==> config.mk <==
export PLATFORM = sky130hd
export DESIGN_NAME = data_mem_port
export DESIGN_NICKNAME = d
export VERILOG_FILES = /design/src/rtl/mem_port_pkg.sv /design/src/rtl/RegisterFF.sv /design/src/rtl/timeout_counter.sv /design/src/rtl/data_mem_port.sv
export SDC_FILE = /design/constraint.sdc
export NUM_CORES = 1
export LEC_CHECK = 0
export CORE_MARGIN = 5
export CORE_UTILIZATION = 45
export DETAILED_ROUTE_END_ITERATION = 10
export HOLD_SLACK_MARGIN = 0.02
export PLACE_DENSITY = 0.87
export SYNTH_ARGS = -nofsm -noshare
export SYNTH_HDL_FRONTEND = slang
export SYNTH_SLANG_ARGS = --single-unit
==> constraint.sdc <==
create_clock -name clk -period 9.1 [get_ports clk]
set_input_delay 1.82 -clock clk [delete_from_list [all_inputs] [get_ports clk]]
set_output_delay 1.82 -clock clk [all_outputs]
set_load 0.02 [all_outputs]
==> src/rtl/mem_port_pkg.sv <==
// ---------------------------------------------------------------------------
// mem_port_pkg
// Shared definitions for the data-memory port of the single-cycle MIPS
// datapath.
//   state_t        : port FSM states (IDLE, REQ, DONE)
//   TIMEOUT_RDATA  : value returned to the datapath when a load times out
//   isAligned()    : word-alignment check on the low two address bits
// ---------------------------------------------------------------------------
package mem_port_pkg;

    typedef enum logic [1:0] {
        IDLE = 2'd0,
        REQ  = 2'd1,
        DONE = 2'd2
    } state_t;

    localparam logic [31:0] TIMEOUT_RDATA = 32'h0000_0000;

    // Only the byte offset matters for a word access, so callers pass
    // addr[1:0] rather than the full address.
    function automatic logic isAligned(input logic [1:0] byteOffset);
        return (byteOffset == 2'b00);
    endfunction

endpackage

==> src/rtl/RegisterFF.sv <==
// ---------------------------------------------------------------------------
// RegisterFF
// Generic D register with asynchronous active-high reset and load enable.
//   i_clk    : clock
//   i_reset  : asynchronous reset, loads RESET_VALUE
//   i_en     : load enable; register holds when low
//   i_d      : next value
//   o_q      : registered value
// ---------------------------------------------------------------------------
module RegisterFF #(
    parameter int               WIDTH       = 32,
    parameter logic [WIDTH-1:0] RESET_VALUE = '0
) (
    input  logic             i_clk,
    input  logic             i_reset,
    input  logic             i_en,
    input  logic [WIDTH-1:0] i_d,
    output logic [WIDTH-1:0] o_q
);

    always_ff @(posedge i_clk or posedge i_reset) begin
        if (i_reset) begin
            o_q <= RESET_VALUE;
        end else if (i_en) begin
            o_q <= i_d;
        end
    end

endmodule

==> src/rtl/timeout_counter.sv <==
// ---------------------------------------------------------------------------
// timeout_counter
// Counts enabled cycles of an outstanding memory request and flags the cycle
// on which the LIMIT-th enabled cycle is in progress.
//   i_clk    : clock
//   i_reset  : asynchronous reset, clears the count
//   i_clear  : synchronous clear (start of a new request)
//   i_enable : count this cycle
//   o_hit    : this enabled cycle is the LIMIT-th one
// ---------------------------------------------------------------------------
module timeout_counter #(
    parameter int LIMIT = 255
) (
    input  logic i_clk,
    input  logic i_reset,
    input  logic i_clear,
    input  logic i_enable,
    output logic o_hit
);

    localparam int           CW        = $clog2(LIMIT + 1);
    localparam logic [CW-1:0] MAX_COUNT = CW'(LIMIT);
    localparam logic [CW-1:0] LAST      = CW'(LIMIT - 1);

    logic [CW-1:0] r_count;

    // Saturates at LIMIT so a stuck enable can never wrap back to zero.
    always_ff @(posedge i_clk or posedge i_reset) begin
        if (i_reset) begin
            r_count <= '0;
        end else if (i_clear) begin
            r_count <= '0;
        end else if (i_enable && (r_count != MAX_COUNT)) begin
            r_count <= r_count + CW'(1);
        end
    end

    // The count holds the number of already-completed enabled cycles, so
    // LIMIT-1 means the current cycle is the LIMIT-th.
    assign o_hit = i_enable && (r_count == LAST);

endmodule

==> src/rtl/data_mem_port.sv <==
// ---------------------------------------------------------------------------
// data_mem_port
// Req/ack port between the single-cycle MIPS datapath and a variable-latency
// data memory. Stalls the datapath while an access is outstanding, flags
// misaligned word accesses and abandons accesses after TIMEOUT REQ cycles.
//   clk, reset          : clock, asynchronous active-high reset
//   memread, memwrite   : current instruction is lw / sw
//   addr, wdata         : byte address (aluResult) and store data
//   rdata               : load data back to the datapath (registered)
//   stall               : freeze PC and block regwrite (combinational)
//   misalign            : misaligned access seen in IDLE (combinational)
//   timeout_err         : access abandoned, high in the DONE cycle only
//   mem_req, mem_we     : memory request / write select (registered)
//   mem_addr, mem_wdata : word address and store data (registered)
//   mem_rdata, mem_ack  : memory read data and completion
// ---------------------------------------------------------------------------
module data_mem_port
    import mem_port_pkg::*;
#(
    parameter int TIMEOUT = 255
) (
    input  logic        clk,
    input  logic        reset,
    input  logic        memread,
    input  logic        memwrite,
    input  logic [31:0] addr,
    input  logic [31:0] wdata,
    output logic [31:0] rdata,
    output logic        stall,
    output logic        misalign,
    output logic        timeout_err,
    output logic        mem_req,
    output logic        mem_we,
    output logic [31:0] mem_addr,
    output logic [31:0] mem_wdata,
    input  logic [31:0] mem_rdata,
    input  logic        mem_ack
);

    state_t r_state;
    state_t w_nextState;

    logic w_access;
    logic w_aligned;
    logic w_start;
    logic w_hit;
    logic w_inReq;
    logic w_finish;
    logic w_timedOut;
    logic w_reqNext;
    logic w_rdataEn;
    logic r_timeoutFlag;
    logic [31:0] w_rdataNext;

    assign w_access  = memread | memwrite;
    assign w_aligned = isAligned(addr[1:0]);
    assign w_start   = (r_state == IDLE) && w_access && w_aligned;
    assign w_inReq   = (r_state == REQ);

    // State register.
    always_ff @(posedge clk or posedge reset) begin
        if (reset) begin
            r_state <= IDLE;
        end else begin
            r_state <= w_nextState;
        end
    end

    // Next-state logic. DONE always returns to IDLE so a memread/memwrite
    // still held during the commit cycle cannot relaunch the same access.
    always_comb begin
        w_nextState = r_state;
        case (r_state)
            IDLE:    if (w_start) w_nextState = REQ;
            REQ:     if (mem_ack || w_hit) w_nextState = DONE;
            DONE:    w_nextState = IDLE;
            default: w_nextState = IDLE;
        endcase
    end

    // Output logic. An ack on the final allowed cycle completes normally,
    // so a timeout is only declared when the hit arrives without an ack.
    always_comb begin
        stall      = 1'b0;
        misalign   = 1'b0;
        w_finish   = 1'b0;
        w_timedOut = 1'b0;
        if (!reset) begin
            case (r_state)
                IDLE: begin
                    stall    = w_access && w_aligned;
                    misalign = w_access && !w_aligned;
                end
                REQ: begin
                    stall      = 1'b1;
                    w_finish   = mem_ack || w_hit;
                    w_timedOut = !mem_ack && w_hit;
                end
                default: ;
            endcase
        end
    end

    assign w_reqNext   = (w_nextState == REQ);
    assign w_rdataEn   = w_finish && !mem_we;
    assign w_rdataNext = mem_ack ? mem_rdata : TIMEOUT_RDATA;
    assign timeout_err = r_timeoutFlag;

    timeout_counter #(.LIMIT(TIMEOUT)) u_timeoutCounter (
        .i_clk    (clk),
        .i_reset  (reset),
        .i_clear  (w_start),
        .i_enable (w_inReq),
        .o_hit    (w_hit)
    );

    // Request attributes are captured once when leaving IDLE so they stay
    // stable across the whole REQ interval.
    RegisterFF #(.WIDTH(32)) u_memAddrReg (
        .i_clk(clk), .i_reset(reset), .i_en(w_start),
        .i_d({addr[31:2], 2'b00}), .o_q(mem_addr)
    );

    RegisterFF #(.WIDTH(32)) u_memWdataReg (
        .i_clk(clk), .i_reset(reset), .i_en(w_start),
        .i_d(wdata), .o_q(mem_wdata)
    );

    // Write wins when both memread and memwrite are set.
    RegisterFF #(.WIDTH(1)) u_memWeReg (
        .i_clk(clk), .i_reset(reset), .i_en(w_start),
        .i_d(memwrite), .o_q(mem_we)
    );

    RegisterFF #(.WIDTH(1)) u_memReqReg (
        .i_clk(clk), .i_reset(reset), .i_en(1'b1),
        .i_d(w_reqNext), .o_q(mem_req)
    );

    RegisterFF #(.WIDTH(32)) u_rdataReg (
        .i_clk(clk), .i_reset(reset), .i_en(w_rdataEn),
        .i_d(w_rdataNext), .o_q(rdata)
    );

    // Set only on the REQ->DONE transition, so it is high in DONE alone.
    RegisterFF #(.WIDTH(1)) u_timeoutFlagReg (
        .i_clk(clk), .i_reset(reset), .i_en(1'b1),
        .i_d(w_timedOut), .o_q(r_timeoutFlag)
    );

endmodule

==> impl_metrics.json <==
{
  "final_cell_area_sq_um": 6870,
  "tightest_slew_ns": 1.14,
  "drv_cap": 0,
  "synthTopCellsByCount": "dfrtp_1, mux2_2, inv_1, nand2_1, nand3_1",
  "ctsHoldBuffers": 0,
  "clock_path_buffers": 2,
  "crit_fanout": 4,
  "place_area_sq_um": 6660,
  "die_x_um": 111,
  "crit_slowest_cell": "clkdlybuf4s50_1",
  "required_ns": 7.28,
  "p_per_area_nw_per_um2": 213,
  "synth_top_area_frac": 0.579,
  "path_delay_family": "buffers and inverters",
  "synth_top_area_cell": "dfrtp_1",
  "synthArstFlopShare": 1.00,
  "ant_nets": 0,
  "grt_max_degree": 69,
  "cp_slowest_stage_delay_ns": 0.66,
  "grt.overflow.total": 0,
  "ir_worst_vdd_uv": 102,
  "grt_usage": 0.211,
  "hold_path_class": "flip-flop to flip-flop",
  "ctsResizeCount": 0,
  "layout_min_cycle_time_ns": 5.73,
  "drc": 0,
  "placedCellCount": 693,
  "via_count": 3745,
  "drive_above_1_share": 0.143,
  "htreeDepth": 3,
  "syn_to_final_growth_pct": 48.6,
  "crit_type": "input port to output port",
  "cp-start-kind": "input port",
  "synth_edf_count": 0,
  "slew_violations": 0,
  "root_buffer": "clkbuf_8",
  "netlist_area_sq_um": 4620,
  "postSynthAreaPerCell_sq_um": 12.1,
  "p_comb_frac": 0.358,
  "instances_no_fill": 709,
  "port_buffers": 199,
  "viasPerCell": 5.28,
  "netlist_top_cells_area": "dfrtp_1, mux2_2, o311ai_0",
  "ys_seq_area_frac": 0.579,
  "clk_latency_ns": 0.36,
  "power.internal_w": 0.000990,
  "grt_pass1_wl_um": 21000,
  "synth_most_common_cell": "dfrtp_1",
  "pwr-share-seq": 0.435,
  "cts_sinks": 107,
  "cp.buffers_inverters": 2,
  "ys_warn_count": 0,
  "finalSetupViolCount": 0,
  "core_sq_um": 10200,
  "whs_ns": 0.498,
  "die_h_um": 111,
  "synthDistinctLibCells": 40,
  "clkPwrFrac": 0.206,
  "antenna_found_initial": 0,
  "globalplace.congestion": 0.792,
  "antenna_cells": 0,
  "sw_frac_of_total": 0.324,
  "crit_path_end_kind": "output port",
  "die-area_sq_um": 12400,
  "power_leakage_nw": 3.08,
  "num_io_pins": 202,
  "p_sw_w": 0.000474,
  "fin_skew_ns": 0.0106,
  "fin_crit_sh": 0.630,
  "slew_headroom": 0.236,
  "start_util": 0.454,
  "grt_pass1_vias": 3935,
  "synthFlopType": "dfrtp_1",
  "cts_tree": "done",
  "rsz0062_at_grt": "no",
  "finalSetupTns_ns": 0,
  "clock.fmax_mhz": 174,
  "cp_cell_sequence": "clkdlybuf4s50_1 > nor4_1 > o21ai_0 > a21oi_1 > clkdlybuf4s50_1",
  "detailed_place_hpwl_um": 9690,
  "netlist_instances": 381,
  "dr.first_iter.drc_count": 198,
  "post_cts_buffers": 0,
  "nets": 671,
  "cpMostUsedCell": "clkdlybuf4s50_1",
  "dr.pass1.iters": 7,
  "wl_per_cell_um": 18.3,
  "hold_viol": 0,
  "cts_buffers": 9,
  "outcome": "finished clean",
  "routed_wl_um": 12900,
  "fp-row-count": 37,
  "synth_seq_cells": 107,
  "critPathArrivalTime_ns": 3.91,
  "path_clk_slew_ns": 0.10
}
[worst register-to-register path, delay by kind of cell, from the launching register on]
family	cells	cell delay, ns
AND/OR/NAND/NOR	2	1.60
flip-flops	1	0.48
multiplexers	1	0.47
[cell usage in the layout, fill, tap and decap left out, types with 2 or more instances in the layout]
cell type and n:
clkdlybuf4s50_1 198, dfrtp_1 107, mux2_2 58, inv_1 35
nand2_1 34, nand3_1 34, o311ai_0 32, clkbuf_8 10
o21ai_0 7, mux2i_1 5, mux2_1 4, nor2_1 3
o211ai_1 3, nand4_1 2, nor4_1 2, o31ai_1 2
o21bai_1 2, a311oi_1 2, ha_1 2, conb_1 2
inv_6 2, buf_4 2
[final cells by class]
| cell class | instances | area (sq um) |
|---|---|---|
| Fill cell | 750 | 3310 |
| Sequential cell | 107 | 2680 |
| Inverter | 36 | 138 |
| Clock buffer | 10 | 138 |
| Tap cell | 136 | 170 |
| Timing Repair Buffer | 201 | 2000 |
| Clock inverter | 6 | 71.3 |
| Multi-Input combinational cell | 213 | 1670 |
[flip-flops by register name, indices dropped and copies added (netlist names)]
signal / flops
r_state: 2
u_memAddrReg.o_q: 30
u_memReqReg.o_q: 1
u_memWdataReg.o_q: 32
u_memWeReg.o_q: 1
u_rdataReg.o_q: 32
u_timeoutCounter.r_count: 8
u_timeoutFlagReg.o_q: 1
[path summary, 6_finish.rpt]
check	startpoint	cells after the start	to	slack (ns)
max	addr[1]	5	stall	3.37
min	u_memAddrReg.o_q[3]	1	u_memAddrReg.o_q[3]	0.50
max reg2reg	r_state[0]	3	u_memAddrReg.o_q[27]	6.44
min reg2reg	u_memAddrReg.o_q[3]	1	u_memAddrReg.o_q[3]	0.50
max in group asynchronous	reset	3	u_memWdataReg.o_q[1]	5.88
min in group asynchronous	reset	2	u_rdataReg.o_q[2]	2.02
[kinds of logic after synthesis]
family | count (synthesis) | share of synthesized area
AO/OA/AOI/OAI | 55 | 0.0947
adder cells (fa/ha/maj) | 2 | 0.00541
AND/OR/NAND/NOR | 87 | 0.0958
other | 1 | 0.000811
multiplexers | 67 | 0.162
buffers and inverters | 62 | 0.0622
flip-flops | 107 | 0.579
[per-layer routing]
metal  up-vias  wire [um]  GRT usage
li1       1732          -          -
met1      1845       5360      0.256
met2       155       6570      0.372
met3        13        804     0.0500
met4         0        198     0.0689
met5         -          0          0
[power by group through the flow]
stage               clock [W]  combinational (W)  sequential (W)
floorplan                   0           0.000139        0.000754
global placement            0           0.000514        0.000637
detailed placement          0           0.000530        0.000647
CTS                  0.000312           0.000531        0.000637
global route         0.000335           0.000558        0.000650
finish               0.000302           0.000525        0.000637
[stage by stage]
| stage | power, W | util | setup WS (ns) |
|---|---|---|---|
| floorplan | 0.000893 | - | 4.46 |
| global placement | 0.00115 | 0.654 | 3.59 |
| detailed placement | 0.00118 | 0.654 | 3.37 |
| CTS | 0.00148 | 0.675 | 3.37 |
| global route | 0.00154 | 0.675 | 3.24 |
| finish | 0.00146 | 0.675 | 3.37 |
(Power assumes the default switching activity.)
